File: src/rtl/smd_frame_sync.sv
// Mega Drive six-button read-cycle sequencer: synchronises the select line, tracks the
// phase within a read burst, and commits host button words only between bursts.
module smd_frame_sync #(
    parameter int TIMEOUT_CYCLES = 15000,
    parameter int CNT_W          = 14
) (
    input  logic        clk,
    input  logic        rst_n,
    input  logic        p7,
    input  logic [11:0] btn_in,
    input  logic        btn_valid,
    output logic        btn_ready,
    output logic [11:0] btn_out,
    output logic        p7_s,
    output logic [2:0]  phase,
    output logic        idle,
    output logic        pending
);

    localparam logic [CNT_W-1:0] TIMEOUT_VAL = CNT_W'(TIMEOUT_CYCLES);

    logic             sync1_r;
    logic             sync2_r;
    logic             p7_d_r;
    logic [CNT_W-1:0] cnt_r;
    logic [CNT_W-1:0] cnt_next_s;
    logic [2:0]       phase_r;
    logic             idle_r;
    logic             pending_r;
    logic             btn_ready_r;
    logic [11:0]      shadow_r;
    logic [11:0]      btn_out_r;
    logic             transition_s;
    logic             timeout_s;
    logic             transfer_s;
    logic             commit_s;

    // Edge detect, saturating gap counter and handshake qualifiers.
    always_comb begin
        transition_s = sync2_r ^ p7_d_r;
        timeout_s    = (cnt_r == TIMEOUT_VAL);
        transfer_s   = btn_valid && btn_ready_r;
        commit_s     = idle_r && pending_r;
        if (transition_s) begin
            cnt_next_s = {CNT_W{1'b0}};
        end else if (timeout_s) begin
            cnt_next_s = cnt_r;
        end else begin
            cnt_next_s = cnt_r + CNT_W'(1);
        end
    end

    // Two-flop synchroniser plus a delayed copy for transition detection.
    always_ff @(posedge clk or negedge rst_n) begin
        if (!rst_n) begin
            sync1_r <= 1'b1;
            sync2_r <= 1'b1;
            p7_d_r  <= 1'b1;
        end else begin
            sync1_r <= p7;
            sync2_r <= sync1_r;
            p7_d_r  <= sync2_r;
        end
    end

    // Gap counter, burst phase and idle flag; idle is the registered form of
    // (counter at timeout && select high), so it drops one edge after p7_s falls.
    always_ff @(posedge clk or negedge rst_n) begin
        if (!rst_n) begin
            cnt_r   <= {CNT_W{1'b0}};
            phase_r <= 3'd0;
            idle_r  <= 1'b0;
        end else begin
            cnt_r  <= cnt_next_s;
            idle_r <= (cnt_next_s == TIMEOUT_VAL) && sync2_r;
            if (transition_s) begin
                phase_r <= (phase_r == 3'd7) ? 3'd7 : phase_r + 3'd1;
            end else if (timeout_s) begin
                phase_r <= 3'd0;
            end else begin
                phase_r <= phase_r;
            end
        end
    end

    // One-deep shadow register; its word reaches btn_out only in an idle window.
    always_ff @(posedge clk or negedge rst_n) begin
        if (!rst_n) begin
            shadow_r    <= 12'hFFF;
            btn_out_r   <= 12'hFFF;
            pending_r   <= 1'b0;
            btn_ready_r <= 1'b1;
        end else if (commit_s) begin
            btn_out_r   <= shadow_r;
            pending_r   <= 1'b0;
            btn_ready_r <= 1'b1;
        end else if (transfer_s) begin
            shadow_r    <= btn_in;
            pending_r   <= 1'b1;
            btn_ready_r <= 1'b0;
        end else begin
            shadow_r    <= shadow_r;
            pending_r   <= pending_r;
            btn_ready_r <= btn_ready_r;
        end
    end

    assign p7_s      = sync2_r;
    assign phase     = phase_r;
    assign idle      = idle_r;
    assign pending   = pending_r;
    assign btn_ready = btn_ready_r;
    assign btn_out   = btn_out_r;

endmodule

File: config.mk
export PLATFORM = sky130hd
export DESIGN_NAME = smd_frame_sync
export DESIGN_NICKNAME = d
export VERILOG_FILES = /design/src/rtl/smd_frame_sync.sv
export SDC_FILE = /design/constraint.sdc
export NUM_CORES = 1
export LEC_CHECK = 0
export ABC_AREA = 1
export BUFFER_PORTS_ARGS = -buffer_cell sky130_fd_sc_hd__buf_2
export CAP_MARGIN = 15
export CORE_MARGIN = 3
export CORE_UTILIZATION = 40
export DETAILED_ROUTE_END_ITERATION = 12
export GPL_TIMING_DRIVEN = 0
export PLACE_DENSITY_LB_ADDON = 0.2
export SYNTH_ARGS = -nofsm -noshare
export SYNTH_HDL_FRONTEND = slang
export SYNTH_SLANG_ARGS = --single-unit
File: constraint.sdc
create_clock -name clk -period 4.6 [get_ports clk]
set_input_delay 0.46 -clock clk [delete_from_list [all_inputs] [get_ports clk]]
set_output_delay 0.46 -clock clk [all_outputs]
set_load 0.01 [all_outputs]
==> impl_metrics.csv, run 1 <==
group,metric,value,unit
placed_design,portBuffers,34,
logic_synthesis,synthMuxAreaShare,8.19,%
logic_synthesis,synthAdderAreaFrac,1.71,%
cts,postCtsSetupBuffers,0,
worst_setup_path,worstSetupStartpointType,"flip-flop",
detailed_routing,wl_met1,1.97,mm
layout,final_nets,293,
cts,post_cts_resized,0,
logic_synthesis,ys_warn_count,0,
layout,mostFrequentLayoutCell,"nand2_1",
floorplan,ios,35,
logic_synthesis,synth_top_area_share,33.4,%
detailed_routing,finalWirelength,4.03,mm
floorplan,initial_core_util,42.3,%
timing,slew_viol_final,0,
logic_synthesis,synth_area_leaders,"dfstp_2 33%, dfrtp_1 22%, mux2_2 8.2%, nand2_1 6.8%, inv_1 6.0%",
layout,drive_gt1_share,37.1,%
grt,grt_overflow,0,
detailed_routing,via_per_inst,4.61,
detailed_routing,first_pass_iters,4,
layout,ff_latch_area,1210,µm²
cts,clockRootBuffer,"clkbuf_8",
placed_design,placed_cells_incl_taps,337,
layout,most-common-layout-cells,"40 x nand2_1, 37 x buf_2, 35 x inv_1",
cts,cts_sinks,47,
grt,grt_antenna_before_repair,0,
pwr,power.leakage,1.27,nW
floorplan,die-height,80.2,µm
outcome,status,"complete, no violations",
timing,fin_setup_tns,0,ns
cts,cts_hold_buf,0,
detailed_routing,drt_iter0_markers,77,
cts,cts_tree,"done",
grt,grt_pass1_vias,1507,
timing,worst_pin_slew,1.00,ns
pwr,p_clk_share,32.9,%
detailed_routing,drc,0,
layout,area_growth,16.6,%
logic_synthesis,syn_nets,252,
timing,final.min_clock_period,1.77,ns
detailed_routing,met3_length,164,µm
detailed_routing,met2_length,1.86,mm
pwr,cellPowerDensity,327,nW/µm²
pwr,p_int,631,µW
layout,fill_cells,510,
cts,path_clk_slew,0.09,ns
pwr,swShare,24.7,%
worst_setup_path,cp-end-kind,"flip-flop",
pwr,seqPwrFrac,56.0,%
logic_synthesis,synth_compound_area_share,4.95,%
worst_setup_path,cp.required,4.78,ns
placed_design,dp_hpwl,2.99,mm
timing,fmax,565,MHz
detailed_routing,vias,1592,
cts,clock_insertion_delay_worst_skew,0.29,ns
worst_setup_path,worstPathArrival,1.95,ns
logic_synthesis,syn_inst,233,
floorplan,fp.dieW,80.2,µm
placed_design,placed_area,2460,µm²
floorplan,core,5200,µm²
logic_synthesis,synth_cell_types,27,
logic_synthesis,synthSimpleGateAreaFrac,22.2,%
logic_synthesis,synth_top_family_by_area,"simple AND/OR/NAND/NOR gates",
cts,cts_made_buffers,5,
layout,n_antenna_cell,0,
logic_synthesis,synth_xor_xnor_area_share,1.14,%
layout,multi_input_area,840,µm²
layout,stdcell_count,345,
timing,slew_headroom,33.3,%
worst_setup_path,path_class,"flip-flop to flip-flop",
layout,final_area,2570,µm²
logic_synthesis,yosysSeqAreaShare,55.0,%
grt,track_usage,14.0,%
cts,h-tree-depth,2,
worst_setup_path,worstPathMaxFanout,5,
placed_design,routabilityCongestion,0.824,
timing,rsz0062_at_grt,"no",
timing,skew,0.00797,ns
logic_synthesis,synth_area_leader_cell,"dfstp_2",
job,drv_cap,0,
detailed_routing,wl_per_cell,11.7,µm
logic_synthesis,ys_ff_latch,47,
cts,cts.path.max_buffers,2,
logic_synthesis,syn-cell-area,2200,µm²
pwr,p_comb_share,11.1,%
timing,finalSetupViolations,0,
pwr,peakVddDrop,0.333,mV
detailed_routing,drtAntennaViolNets,0,
pwr,switchingPower,207,µW
floorplan,rows,26,
min_path,hold_path_class,"primary input to flip-flop",
grt,grt_pass1_wl,6.98,mm
floorplan,fp.dieArea,6430,µm²
logic_synthesis,syn_avg_cell_area,9.45,µm²
timing,hold_viol,0,
timing,min_period_over_period,38.5,%
grt,grt_max_degree,48,
detailed_routing,top_layer_used,"met4",
==> power groups by stage <==
stage	combinational [mW]	clock, mW	sequential [mW]
floorplan	0.0543	0	0.478
global placement	0.0934	0	0.475
detailed placement	0.0948	0	0.477
CTS	0.0956	0.289	0.470
global route	0.109	0.305	0.474
finish	0.0931	0.276	0.469
==> critical path: stages (launching register included) <==
cell     delay, ns
dfrtp_1       0.44
inv_1         0.09
ha_1          0.18
nand2_1       0.05
inv_1         0.04
nand2_1       0.04
nor2_1        0.19
nand2_1       0.17
nand2_1       0.09
nand3_1       0.08
nand2_1       0.11
nor2_1        0.06
nand3_1       0.07
nor2_1        0.04
==> cells by family (layout without fill, tap and decap cells) <==
kind of cell | count (synthesis) | count (layout)
AOI/OAI and AO/OA | 20 | 20
xor gates and xnor gates | 2 | 2
adders and majority gates | 3 | 3
buffers and inverters | 39 | 81
DFF | 47 | 47
muxes | 16 | 16
and+or+nand+nor | 106 | 106
==> final timing paths <==
check	startpoint	end	slack, ns	depth (start not counted)
worst max-delay path	cnt_r[0]	idle	2.83	13
worst min-delay path	p7	sync1_r	0.25	1
worst max register to register	cnt_r[0]	idle	2.83	13
worst min register to register	sync1_r	p7_s	0.36	0
max in group asynchronous	rst_n	cnt_r[2]	3.65	1
min in group asynchronous	rst_n	cnt_r[10]	0.34	1
==> area by class of cell <==
cell class / instances / share of cell area (%)
Tap cell: 70 / 3.41
Buffer: 4 / 0.731
Clock buffer: 6 / 3.66
Clock inverter: 2 / 0.536
Inverter: 35 / 5.12
Multi-Input combinational cell: 147 / 32.7
Sequential cell: 47 / 47.2
Timing Repair Buffer: 34 / 6.63
==> synthesized netlist by cell type, drive strengths merged <==
| cell | number |
|---|---|
| nand2 | 44 |
| inv | 35 |
| nor2 | 34 |
| dfstp | 28 |
| nand3 | 22 |
| dfrtp | 19 |
| mux2 | 16 |
| o21ai | 13 |
| a21oi | 5 |
| buf | 3 |
| ha | 3 |
| nor3 | 3 |
| nand4 | 2 |
| a31o | 1 |
| a31oi | 1 |
| clkbuf | 1 |
| nor3b | 1 |
| xnor2 | 1 |
| xor2 | 1 |
==> registers in the layout, summed over array words and instances, names as in the netlist <==
name,count
phase,3
pending,1
p7_s,1
idle,1
p7_d_r,1
shadow_r,12
cnt_r,14
sync1_r,1
btn_out,12
btn_ready,1
==> routing by layer <==
layer  global-route usage, %  vias up
met5                       0        -
met4                    5.57        0
met3                    3.59        2
met2                    21.0       29
met1                    19.4      743
li1                        -      818
==> metrics by stage <==
stage	total power [mW]	worst slack (ns)	utilization, %	hold WS [ns]
6_report	0.838	2.83	49.3	0.255
3_5_place_dp	0.572	2.84	47.2	0.348
4_1_cts	0.855	2.81	49.3	0.244
3_3_place_gp	0.569	2.85	47.2	0.345
2_1_floorplan	0.532	3.14	-	0.164
5_1_grt	0.888	2.60	49.3	0.233
Note: power is estimated with default switching activity, not from simulation.
==> run 2, diff against run 1 <==
Clock period 4.6 ns to 1.8 ns, I/O delays scaled along.
==> run 2 against run 1 <==
Against the previous run: clock skew shrank 0.0014 ns; non-clock buffer count rose by 2; combinational power rose to 2.7 times the previous value; highest routed layer unchanged; first-iteration DRC count shrank 12%; worst setup slack got worse by 2.7 ns; power grew to 2.6 times the previous value; worst hold slack worse by 0.20 ns; clock power rose to 2.5 times the previous value; sequential cell count unchanged; clock-buffer cell count unchanged.
==> impl_metrics.csv, run 2 (synthesis results as in run 1) <==
group,metric,value,unit
detailed_routing,finalWirelength,4.02,mm
cts,clock_insertion_delay_worst_skew,0.29,ns
timing,skew,0.00661,ns
worst_setup_path,path_common_cell,"nor2_1",
grt,grt_overflow,0,
grt,track_usage,14.1,%
detailed_routing,first_pass_iters,4,
grt,grt_pass1_vias,1519,
layout,area_growth,18.6,%
worst_setup_path,worstPathMaxFanout,6,
cts,path_clk_slew,0.09,ns
worst_setup_path,cp_cell_sequence,"xnor2_2 > inv_1 > nor2_1 > nor3b_1 > nand3_1 > nor2_1",
timing,min_period_over_period,93.7,%
cts,cts_made_buffers,5,
placed_design,dp_hpwl,2.99,mm
detailed_routing,wl_per_cell,11.6,µm
layout,most-common-layout-cells,"37 x nand2_1, 36 x buf_2, 35 x inv_1",
layout,regMostFlops,"cnt_r",
worst_setup_path,worstSetupStartpointType,"flip-flop",
worst_setup_path,path_class,"flip-flop to flip-flop",
layout,n_antenna_cell,0,
detailed_routing,via_per_inst,4.61,
pwr,power,2.16,mW
cts,cts_sinks,47,
grt,grt_pass1_wl,7.01,mm
floorplan,fp.dieW,80.2,µm
cts,cts_tree,"done",
timing,final.min_clock_period,1.69,ns
worst_setup_path,worstPathArrival,1.91,ns
min_path,hold_path_class,"primary input to async pin",
detailed_routing,drc,0,
grt,grt_antenna_before_repair,0,
grt,grt_max_degree,48,
floorplan,initial_core_util,42.3,%
layout,final_nets,295,
worst_setup_path,cp.required,2.02,ns
layout,mostFrequentLayoutCell,"nand2_1",
job,drv_cap,0,
timing,finalSetupViolations,0,
pwr,peakVddDrop,0.856,mV
floorplan,rows,26,
cts,cts.path.max_buffers,2,
pwr,cellPowerDensity,826,nW/µm²
floorplan,ios,35,
layout,drive_gt1_share,39.4,%
worst_setup_path,critical_path.top_delay_family,"simple AND/OR/NAND/NOR gates",
pwr,power.leakage,1.28,nW
layout,largest_register_ffs,14,
cts,clockRootBuffer,"clkbuf_8",
placed_design,portBuffers,34,
layout,fill_cells,501,
outcome,status,"complete, no violations",
floorplan,die-height,80.2,µm
placed_design,routabilityCongestion,0.824,
worst_setup_path,cp_slowest_cell,"dfstp_2",
worst_setup_path,cp-end-kind,"flip-flop",
timing,fmax,593,MHz
timing,slew_headroom,33.4,%
floorplan,core,5200,µm²
detailed_routing,drtAntennaViolNets,0,
detailed_routing,vias,1599,
cts,h-tree-depth,2,
worst_setup_path,critPathMaxStageDelay,0.58,ns
timing,hold_viol,0,
timing,slew_viol_final,0,
worst_setup_path,path_buf_inv,1,
detailed_routing,drt_iter0_markers,68,
floorplan,fp.dieArea,6430,µm²
timing,worst_pin_slew,0.998,ns
layout,fin_util,50.2,%
run 2: cell count changes in the layout (fill, tap and decap cells not counted), sizes merged:
cell,change
clkbuf,+1
dlygate4sd3,+1
run 2: where the power goes:
group / total (mW) / internal, mW / switching, mW / leakage (nW)
clock network: 0.703 / 0.358 / 0.346 / 0.0563
logic: 0.253 / 0.113 / 0.140 / 0.685
registers: 1.20 / 1.15 / 0.0481 / 0.542
run 2: final cells by class:
type	instances	area, µm²	share of cell area, %
Multi-Input combinational cell	147	865	33.1
Timing Repair Buffer	36	188	7.19
Clock inverter	2	13.8	0.527
Buffer	4	21.3	0.815
Tap cell	70	87.6	3.35
Sequential cell	47	1210	46.4
Inverter	35	131	5.03
Clock buffer	6	93.8	3.59
run 2: path summary, 6_finish.rpt:
check                           from        end  slack [ns]  cells past startpoint
setup / recovery                p7_s       idle        0.11                      6
hold / removal                 rst_n   phase[1]        0.06                      1
setup reg to reg                p7_s       idle        0.11                      6
hold reg to reg              sync1_r       p7_s        0.36                      0
max in group asynchronous      rst_n   cnt_r[7]        1.13                      1
min in group clk           btn_valid  btn_ready        0.06                      2
run 2: through the flow:
stage	setup slack [ns]	instances	TNS [ns]	instance area, µm²	hold WS [ns]
floorplan	0.340	233	0	2200	-0.116
global placement	0.0460	337	0	2460	0.285
detailed placement	0.0358	337	0	2460	0.287
CTS	0.00717	346	0	2580	0.0468
global route	-0.00659	347	-0.00659	2610	0.0710
finish	0.114	347	0	2610	0.0566
run 2: per-layer routing:
layer / part of all wire [%] / GRT usage [%] / routed length [µm]
met2: 46 / 21.2 / 1850
met4: 0.80 / 5.57 / 32
met5: 0 / 0 / 0
met1: 49 / 19.4 / 1980
met3: 3.8 / 3.59 / 151
run 2: repair_timing:
action / 4_1_cts / 5_1_grt
setup buffers: 0 / 1
resized for setup: 0 / 9
endpoints found under the setup margin: 0 / 1
hold endpoints to repair: 1 / 0
hold buffers: 1 / 0
